**src/rtl/pc_gen_if.sv**
```systemverilog
// pc_gen_if: fetch-side bundle for the program-counter generator.
// The master modport is the PC generator itself. The slave modport is the
// block on the far side, which combines IF, the stall controller and EX.
interface pc_gen_if #(
    parameter int ADDR_W  = 32,
    parameter int STALL_W = 6
);
    logic [STALL_W-1:0] stall_i;
    logic               if_ready_i;
    logic [ADDR_W-1:0]  pc_o;
    logic               pc_valid_o;
    logic               pred_taken_o;
    logic               ex_jump_i;
    logic [ADDR_W-1:0]  ex_jump_addr_i;
    logic [ADDR_W-1:0]  ex_pc_i;

    modport master (
        input  stall_i, if_ready_i, ex_jump_i, ex_jump_addr_i, ex_pc_i,
        output pc_o, pc_valid_o, pred_taken_o
    );

    modport slave (
        output stall_i, if_ready_i, ex_jump_i, ex_jump_addr_i, ex_pc_i,
        input  pc_o, pc_valid_o, pred_taken_o
    );
endinterface

```
**src/rtl/pc_gen.sv**
```systemverilog
// pc_gen: program-counter generator for the RV32 front end.
// It presents the fetch address through a valid/ready handshake and freezes
// while stall bit 0 is set. An EX redirect that arrives during a stall is
// parked and applied on the first unstalled edge, so no redirect is lost.
// Define BTB_EN to add a direct-mapped branch target buffer. The buffer
// predicts the next fetch address from the current pc_o.
module pc_gen #(
    parameter int                 ADDR_W    = 32,
    parameter logic [ADDR_W-1:0]  RESET_VEC = '0,
    parameter int                 STALL_W   = 6,
    parameter int                 BTB_DEPTH = 16
) (
    input  logic      clk,
    input  logic      rst,
    pc_gen_if.master  bus
);

    typedef enum logic {BOOT, RUN} state_t;

    state_t            state_q, state_d;
    logic [ADDR_W-1:0] pc_q, pc_d;
    logic [ADDR_W-1:0] pendAddr_q, pendAddr_d;
    logic              pendV_q, pendV_d;
    logic              pred_q, pred_d;
    logic              stalled;
    logic              fire;
    logic              btbHit;
    logic [ADDR_W-1:0] btbTarget;
    logic              unusedBits;

    // Catch bad parameter combinations at elaboration.
    if (ADDR_W < 8 || STALL_W < 1 || BTB_DEPTH < 2 ||
        (BTB_DEPTH & (BTB_DEPTH - 1)) != 0 || RESET_VEC[1:0] != 2'b00) begin : gBadParams
        $error("pc_gen: illegal parameter combination");
    end

    function automatic logic [ADDR_W-1:0] align4(input logic [ADDR_W-1:0] a);
        return {a[ADDR_W-1:2], 2'b00};
    endfunction

    assign stalled    = bus.stall_i[0];
    assign fire       = (state_q == RUN) && !stalled && bus.if_ready_i;
    assign unusedBits = ^{bus.stall_i, bus.ex_pc_i};

    assign bus.pc_o         = pc_q;
    assign bus.pc_valid_o   = (state_q == RUN);
    assign bus.pred_taken_o = pred_q;

`ifdef BTB_EN
    localparam int IDX_W = $clog2(BTB_DEPTH);
    localparam int TAG_W = ADDR_W - IDX_W - 2;

    logic              btbValid_q  [BTB_DEPTH];
    logic [TAG_W-1:0]  btbTag_q    [BTB_DEPTH];
    logic [ADDR_W-1:0] btbTarget_q [BTB_DEPTH];
    logic [IDX_W-1:0]  rdIdx, wrIdx;

    assign rdIdx     = pc_q[IDX_W+1:2];
    assign wrIdx     = bus.ex_pc_i[IDX_W+1:2];
    assign btbHit    = btbValid_q[rdIdx] && (btbTag_q[rdIdx] == pc_q[ADDR_W-1:IDX_W+2]);
    assign btbTarget = btbTarget_q[rdIdx];

    // Train the valid bits on every redirect, even while stalled. Reset wipes them.
    always_ff @(posedge clk) begin
        if (rst) begin
            for (int i = 0; i < BTB_DEPTH; i++) btbValid_q[i] <= 1'b0;
        end else if (bus.ex_jump_i) begin
            btbValid_q[wrIdx] <= 1'b1;
        end
    end

    // Tag and target payload; its valid bit decides whether it means anything.
    always_ff @(posedge clk) begin
        if (!rst && bus.ex_jump_i) begin
            btbTag_q[wrIdx]    <= bus.ex_pc_i[ADDR_W-1:IDX_W+2];
            btbTarget_q[wrIdx] <= align4(bus.ex_jump_addr_i);
        end
    end
`else
    assign btbHit    = 1'b0;
    assign btbTarget = '0;
`endif

    // State, PC, prediction flag and parked redirect; reset overrides everything.
    always_ff @(posedge clk) begin
        if (rst) begin
            state_q    <= BOOT;
            pc_q       <= RESET_VEC;
            pred_q     <= 1'b0;
            pendV_q    <= 1'b0;
            pendAddr_q <= '0;
        end else begin
            state_q    <= state_d;
            pc_q       <= pc_d;
            pred_q     <= pred_d;
            pendV_q    <= pendV_d;
            pendAddr_q <= pendAddr_d;
        end
    end

    // Next-PC priority: live redirect, park redirect, drain parked, predict, sequential.
    always_comb begin
        state_d    = state_q;
        pc_d       = pc_q;
        pred_d     = pred_q;
        pendV_d    = pendV_q;
        pendAddr_d = pendAddr_q;
        case (state_q)
            BOOT: state_d = RUN;
            RUN: begin
                if (bus.ex_jump_i && !stalled) begin
                    pc_d    = align4(bus.ex_jump_addr_i);
                    pendV_d = 1'b0;
                    pred_d  = 1'b0;
                end else if (bus.ex_jump_i) begin
                    pendV_d    = 1'b1;
                    pendAddr_d = align4(bus.ex_jump_addr_i);
                end else if (pendV_q && !stalled) begin
                    pc_d    = pendAddr_q;
                    pendV_d = 1'b0;
                    pred_d  = 1'b0;
                end else if (fire && btbHit) begin
                    pc_d   = btbTarget;
                    pred_d = 1'b1;
                end else if (fire) begin
                    pc_d   = pc_q + ADDR_W'(4);
                    pred_d = 1'b0;
                end
            end
            default: state_d = BOOT;
        endcase
    end

endmodule

```
**src/flat_wrapper.sv**
```systemverilog
// flat-port wrapper written by rule: the top's interface ports become plain ports
module pc_gen_flat 
#(
    parameter int                 ADDR_W    = 32,
    parameter logic [ADDR_W-1:0]  RESET_VEC = '0,
    parameter int                 STALL_W   = 6,
    parameter int                 BTB_DEPTH = 16
)
  (clk, rst, bus_stall_i, bus_if_ready_i, bus_ex_jump_i, bus_ex_jump_addr_i, bus_ex_pc_i, bus_pc_o, bus_pc_valid_o, bus_pred_taken_o);
  pc_gen_if #(.ADDR_W(ADDR_W), .STALL_W(STALL_W)) bus_i ();
  input  logic clk;
  input  logic rst;
  input wire logic [$bits(bus_i.stall_i)-1:0] bus_stall_i;
  input wire logic [$bits(bus_i.if_ready_i)-1:0] bus_if_ready_i;
  input wire logic [$bits(bus_i.ex_jump_i)-1:0] bus_ex_jump_i;
  input wire logic [$bits(bus_i.ex_jump_addr_i)-1:0] bus_ex_jump_addr_i;
  input wire logic [$bits(bus_i.ex_pc_i)-1:0] bus_ex_pc_i;
  output wire logic [$bits(bus_i.pc_o)-1:0] bus_pc_o;
  output wire logic [$bits(bus_i.pc_valid_o)-1:0] bus_pc_valid_o;
  output wire logic [$bits(bus_i.pred_taken_o)-1:0] bus_pred_taken_o;
  assign bus_i.stall_i = bus_stall_i;
  assign bus_i.if_ready_i = bus_if_ready_i;
  assign bus_i.ex_jump_i = bus_ex_jump_i;
  assign bus_i.ex_jump_addr_i = bus_ex_jump_addr_i;
  assign bus_i.ex_pc_i = bus_ex_pc_i;
  assign bus_pc_o = bus_i.pc_o;
  assign bus_pc_valid_o = bus_i.pc_valid_o;
  assign bus_pred_taken_o = bus_i.pred_taken_o;
  pc_gen #(.ADDR_W(ADDR_W), .RESET_VEC(RESET_VEC), .STALL_W(STALL_W), .BTB_DEPTH(BTB_DEPTH)) u_core (.clk(clk), .rst(rst), .bus(bus_i));
endmodule
```
**config.mk**
```make
export PLATFORM = sky130hd
export DESIGN_NAME = pc_gen_flat
export DESIGN_NICKNAME = d
export VERILOG_FILES = /design/src/rtl/pc_gen_if.sv /design/src/rtl/pc_gen.sv /design/src/flat_wrapper.sv
export SDC_FILE = /design/constraint.sdc
export NUM_CORES = 1
export LEC_CHECK = 0
export BUFFER_PORTS_ARGS = -buffer_cell sky130_fd_sc_hd__buf_2
export CORE_MARGIN = 2
export CORE_UTILIZATION = 53
export CTS_BUF_LIST = sky130_fd_sc_hd__clkbuf_8
export CTS_CLUSTER_SIZE = 14
export DETAILED_ROUTE_END_ITERATION = 7
export HOLD_SLACK_MARGIN = 0.02
export PLACE_DENSITY = 0.82
export SLEW_MARGIN = 20
export SYNTH_ARGS = -nofsm -noshare
export SYNTH_HDL_FRONTEND = slang
export SYNTH_SLANG_ARGS = --single-unit
export TNS_END_PERCENT = 50
```
**constraint.sdc**
```tcl
create_clock -name clk -period 2.3 [get_ports clk]
set_clock_uncertainty 0.05 [all_clocks]
set_input_delay 0.115 -clock clk [delete_from_list [all_inputs] [get_ports clk]]
set_output_delay 0.115 -clock clk [all_outputs]
set_load 0.02 [all_outputs]
```
==> results.md <==
- Yosys cell types: 59
- MaxCap Viol Count: 0
- TritonCTS clock tree: yes
- Port buffer count: 65
- Vias in the first global route: 3,847
- RSZ-0062 raised after global routing: no
- Gr usage total: 31.6%
- Syn Area/Cell: 7.49 um^2
- CTS Buf Count: 9
- Num rows: 29
- Hold slack: 0.0755 ns
- Remaining Overflow, GRT: 0
- Via count: 4,070
- Highest net fanout along the worst path: 11
- CP required: 2.55 ns
- Max stage delay on crit path: 0.54 ns
- Post-synth top flop: dfxtp_1
- Synth Register Bits: 62
- Ant. Diodes: 0
- EDFF count, synth: 0
- Synth area leaders: dfxtp_1, a21oi_1, nand2_1
- Pins Over Slew Limit: 0
- P_leak: 1.69 nW
- First-pass GRT wire length: 18,300 um
- Largest net degree at the start of global routing: 33
- CTS root buffer: clkbuf_8
- Clock period minus worst slack: 2.03 ns
- Kind of critical path: reg -> reg
- Post-Synth XOR/XNOR Area: 2.26%
- Initial antenna violation count: 0
- Sequential-to-total area share from yosys stat: 35.6%
- Pre-CTS setup slack: 0.348 ns
- Final Instance Area: 4440 um^2
- Worst path arrival time: 2.28 ns
- Clk_lat worst skew: 0.36 ns
- DRT iter0 DRCs: 425
- FMAX: 0.493 GHz
- Layout cells sized above 1: 19.9%
- Delay-heaviest family, CP: flip-flops
- Setup violators final: 0
- Clk sink count: 62
- CTS H-tree depth: 3
- Outcome: finished, final reports clean
- Synth Cell Area: 3480 um^2
- Fill cell count: 502
- Bufs and invs on worst path: 2
- Area leader, netlist: dfxtp_1
- YS warnings: 0
- Post-synthesis adder-cell area fraction: 0.359%
- Worst Max-Slew Pin Slew: 0.612 ns
- Horiz. Die Dim: 85.1 um
- Yosys top cell area share: 35.6%
- Post-synthesis mux area share: 0.575%
- Nets: 629
- Final WL: 11,100 um
- Max-slew headroom: 58.1%
- Commonest cells in the synthesized netlist: nand2_1, a21oi_1, dfxtp_1, nor2_1, clkbuf_1
- Chip Height: 85.1 um
- VDD IR max: 0.412 mV
- Synth async-reset ratio: 0%
- Post-CTS Setup Bufs: 0
- 1st-pass router iterations: 5
- Post-DR wirelength/cell: 17.5 um
- Final period utilization: 88.3%
- Slowest cell on the critical path: dfxtp_1
- Boundary pin count: 108
- Setup ws final: 0.270 ns
- Max clock buf depth: 2
- Min-Delay Path Class: in -> reg
- Initial core utilization: 54.8%
- Most numerous cell in the Yosys netlist: nand2_1
- Synth Instances: 465
- Pwr/cell area: 632 nW/um^2
- Core ar.: 6350 um^2
- Simple logic cell fraction of the synthesized area: 27.5%
- Fin. Hold Viols: 0
- Area grow syn2layout: 27.6%
- Antenna viol nets, final: 0
- Area after DPL: 3890 um^2
- Critical Path Start Type: register
- DRC viols: 0
- Largest family of logic cells by synthesized area: compound AO/OA/AOI/OAI gates
- Reg clk slew, reported paths: 0.07 ns
- Critical path cell sequence: buf_4, nor2b_1, buf_4, a21oi_1, nor2b_1, a31oi_1, o221a_2
- Die area: 7230 um^2
- Vias per Instance: 6.40
- Crit end category: register
- Synth Area in Compound Gates: 27.9%
- Setup_tns: 0 ns
- Post-DP HPWL: 7080 um
- Routability congestion estimate: 0.923
## cells by family (layout without fill, tap and decap cells)
group | Yosys count | in the layout
AND/OR/NAND/NOR | 190 | 190
AO/OA/AOI/OAI | 155 | 155
flip-flops | 62 | 62
buffers and inverters | 45 | 137
XOR/XNOR | 9 | 9
multiplexers | 2 | 2
adder cells (fa/ha/maj) | 1 | 1
other | 1 | 3
## power breakdown
group / total [mW] / internal (mW) / switching, mW
Combinational: 0.427 / 0.177 / 0.251
Sequential: 1.17 / 1.12 / 0.0538
Clock: 1.21 / 0.747 / 0.459
## registers in the layout, summed over array words and instances (netlist names)
signal                 flops
u_core.bus.pc_o           30
u_core.bus.pc_valid_o      1
u_core.pendAddr_q         30
u_core.pendV_q             1
## metal layers
layer | wire [um] | part of all wire, % | GRT usage (%) | vias to the layer above
met3 | 1140 | 10 | 6.81 | 24
li1 | - | - | - | 1868
met5 | 0 | 0 | 0 | -
met1 | 4600 | 41 | 42.1 | 1910
met4 | 206 | 1.8 | 13.9 | 0
met2 | 5210 | 47 | 49.4 | 268
## stage by stage
stage	utilization (%)	instances	power (mW)
2_1_floorplan	-	467	1.43
3_3_place_gp	61.3	590	1.56
4_1_cts	70.0	636	2.79
3_5_place_dp	61.3	590	1.57
5_1_grt	70.0	636	2.91
6_report	70.0	636	2.81
## worst paths after layout
| kind | start | endpoint | slack, ns | depth (start not counted) |
|---|---|---|---|---|
| max | u_core.pendV_q | u_core.bus.pc_o[25] | 0.27 | 7 |
| min | rst | u_core.bus.pc_valid_o | 0.08 | 2 |
| max reg2reg | u_core.pendV_q | u_core.bus.pc_o[25] | 0.27 | 7 |
| min reg2reg | u_core.pendAddr_q[6] | u_core.pendAddr_q[6] | 0.40 | 2 |
## cells in the final DEF (no fill, tap or decap), types with 4 or more instances in the layout
master,synthesis,final
xnor2_1,5,5
a221oi_1,4,4
nor2_1,31,30
o21ai_0,20,20
buf_2,12,65
a21oi_1,67,67
a211oi_1,15,15
nand2b_1,6,6
nand3_1,16,16
buf_4,4,17
or3_1,4,4
or4_1,4,4
dlygate4sd3_1,0,30
inv_1,8,9
o221ai_1,4,4
xor2_1,4,4
nand4_1,5,5
nand2_1,81,81
and3_1,6,6
dfxtp_1,62,62
nor4_1,6,6
a31oi_1,8,8
o22ai_1,7,7
clkbuf_8,0,10
o211ai_1,4,4
nor3_1,8,8
## cell type report
class / instances / area [um^2] / share of cell area (%)
clock inverters: 6 / 110 / 2.48
repair buffers: 113 / 773 / 17.4
clock buffers: 10 / 138 / 3.10
multi-input cells: 360 / 2050 / 46.2
flip-flops and latches: 62 / 1240 / 27.9
inverters: 8 / 30.0 / 0.676
well taps: 77 / 96.3 / 2.17
## timing repair
action,CTS,global route
endpoints found under the setup margin,0,0
resized for setup,0,0
hold buffers,30,0
hold endpoints to repair,30,0
No activity file was read; power rests on OpenSTA's default activity.
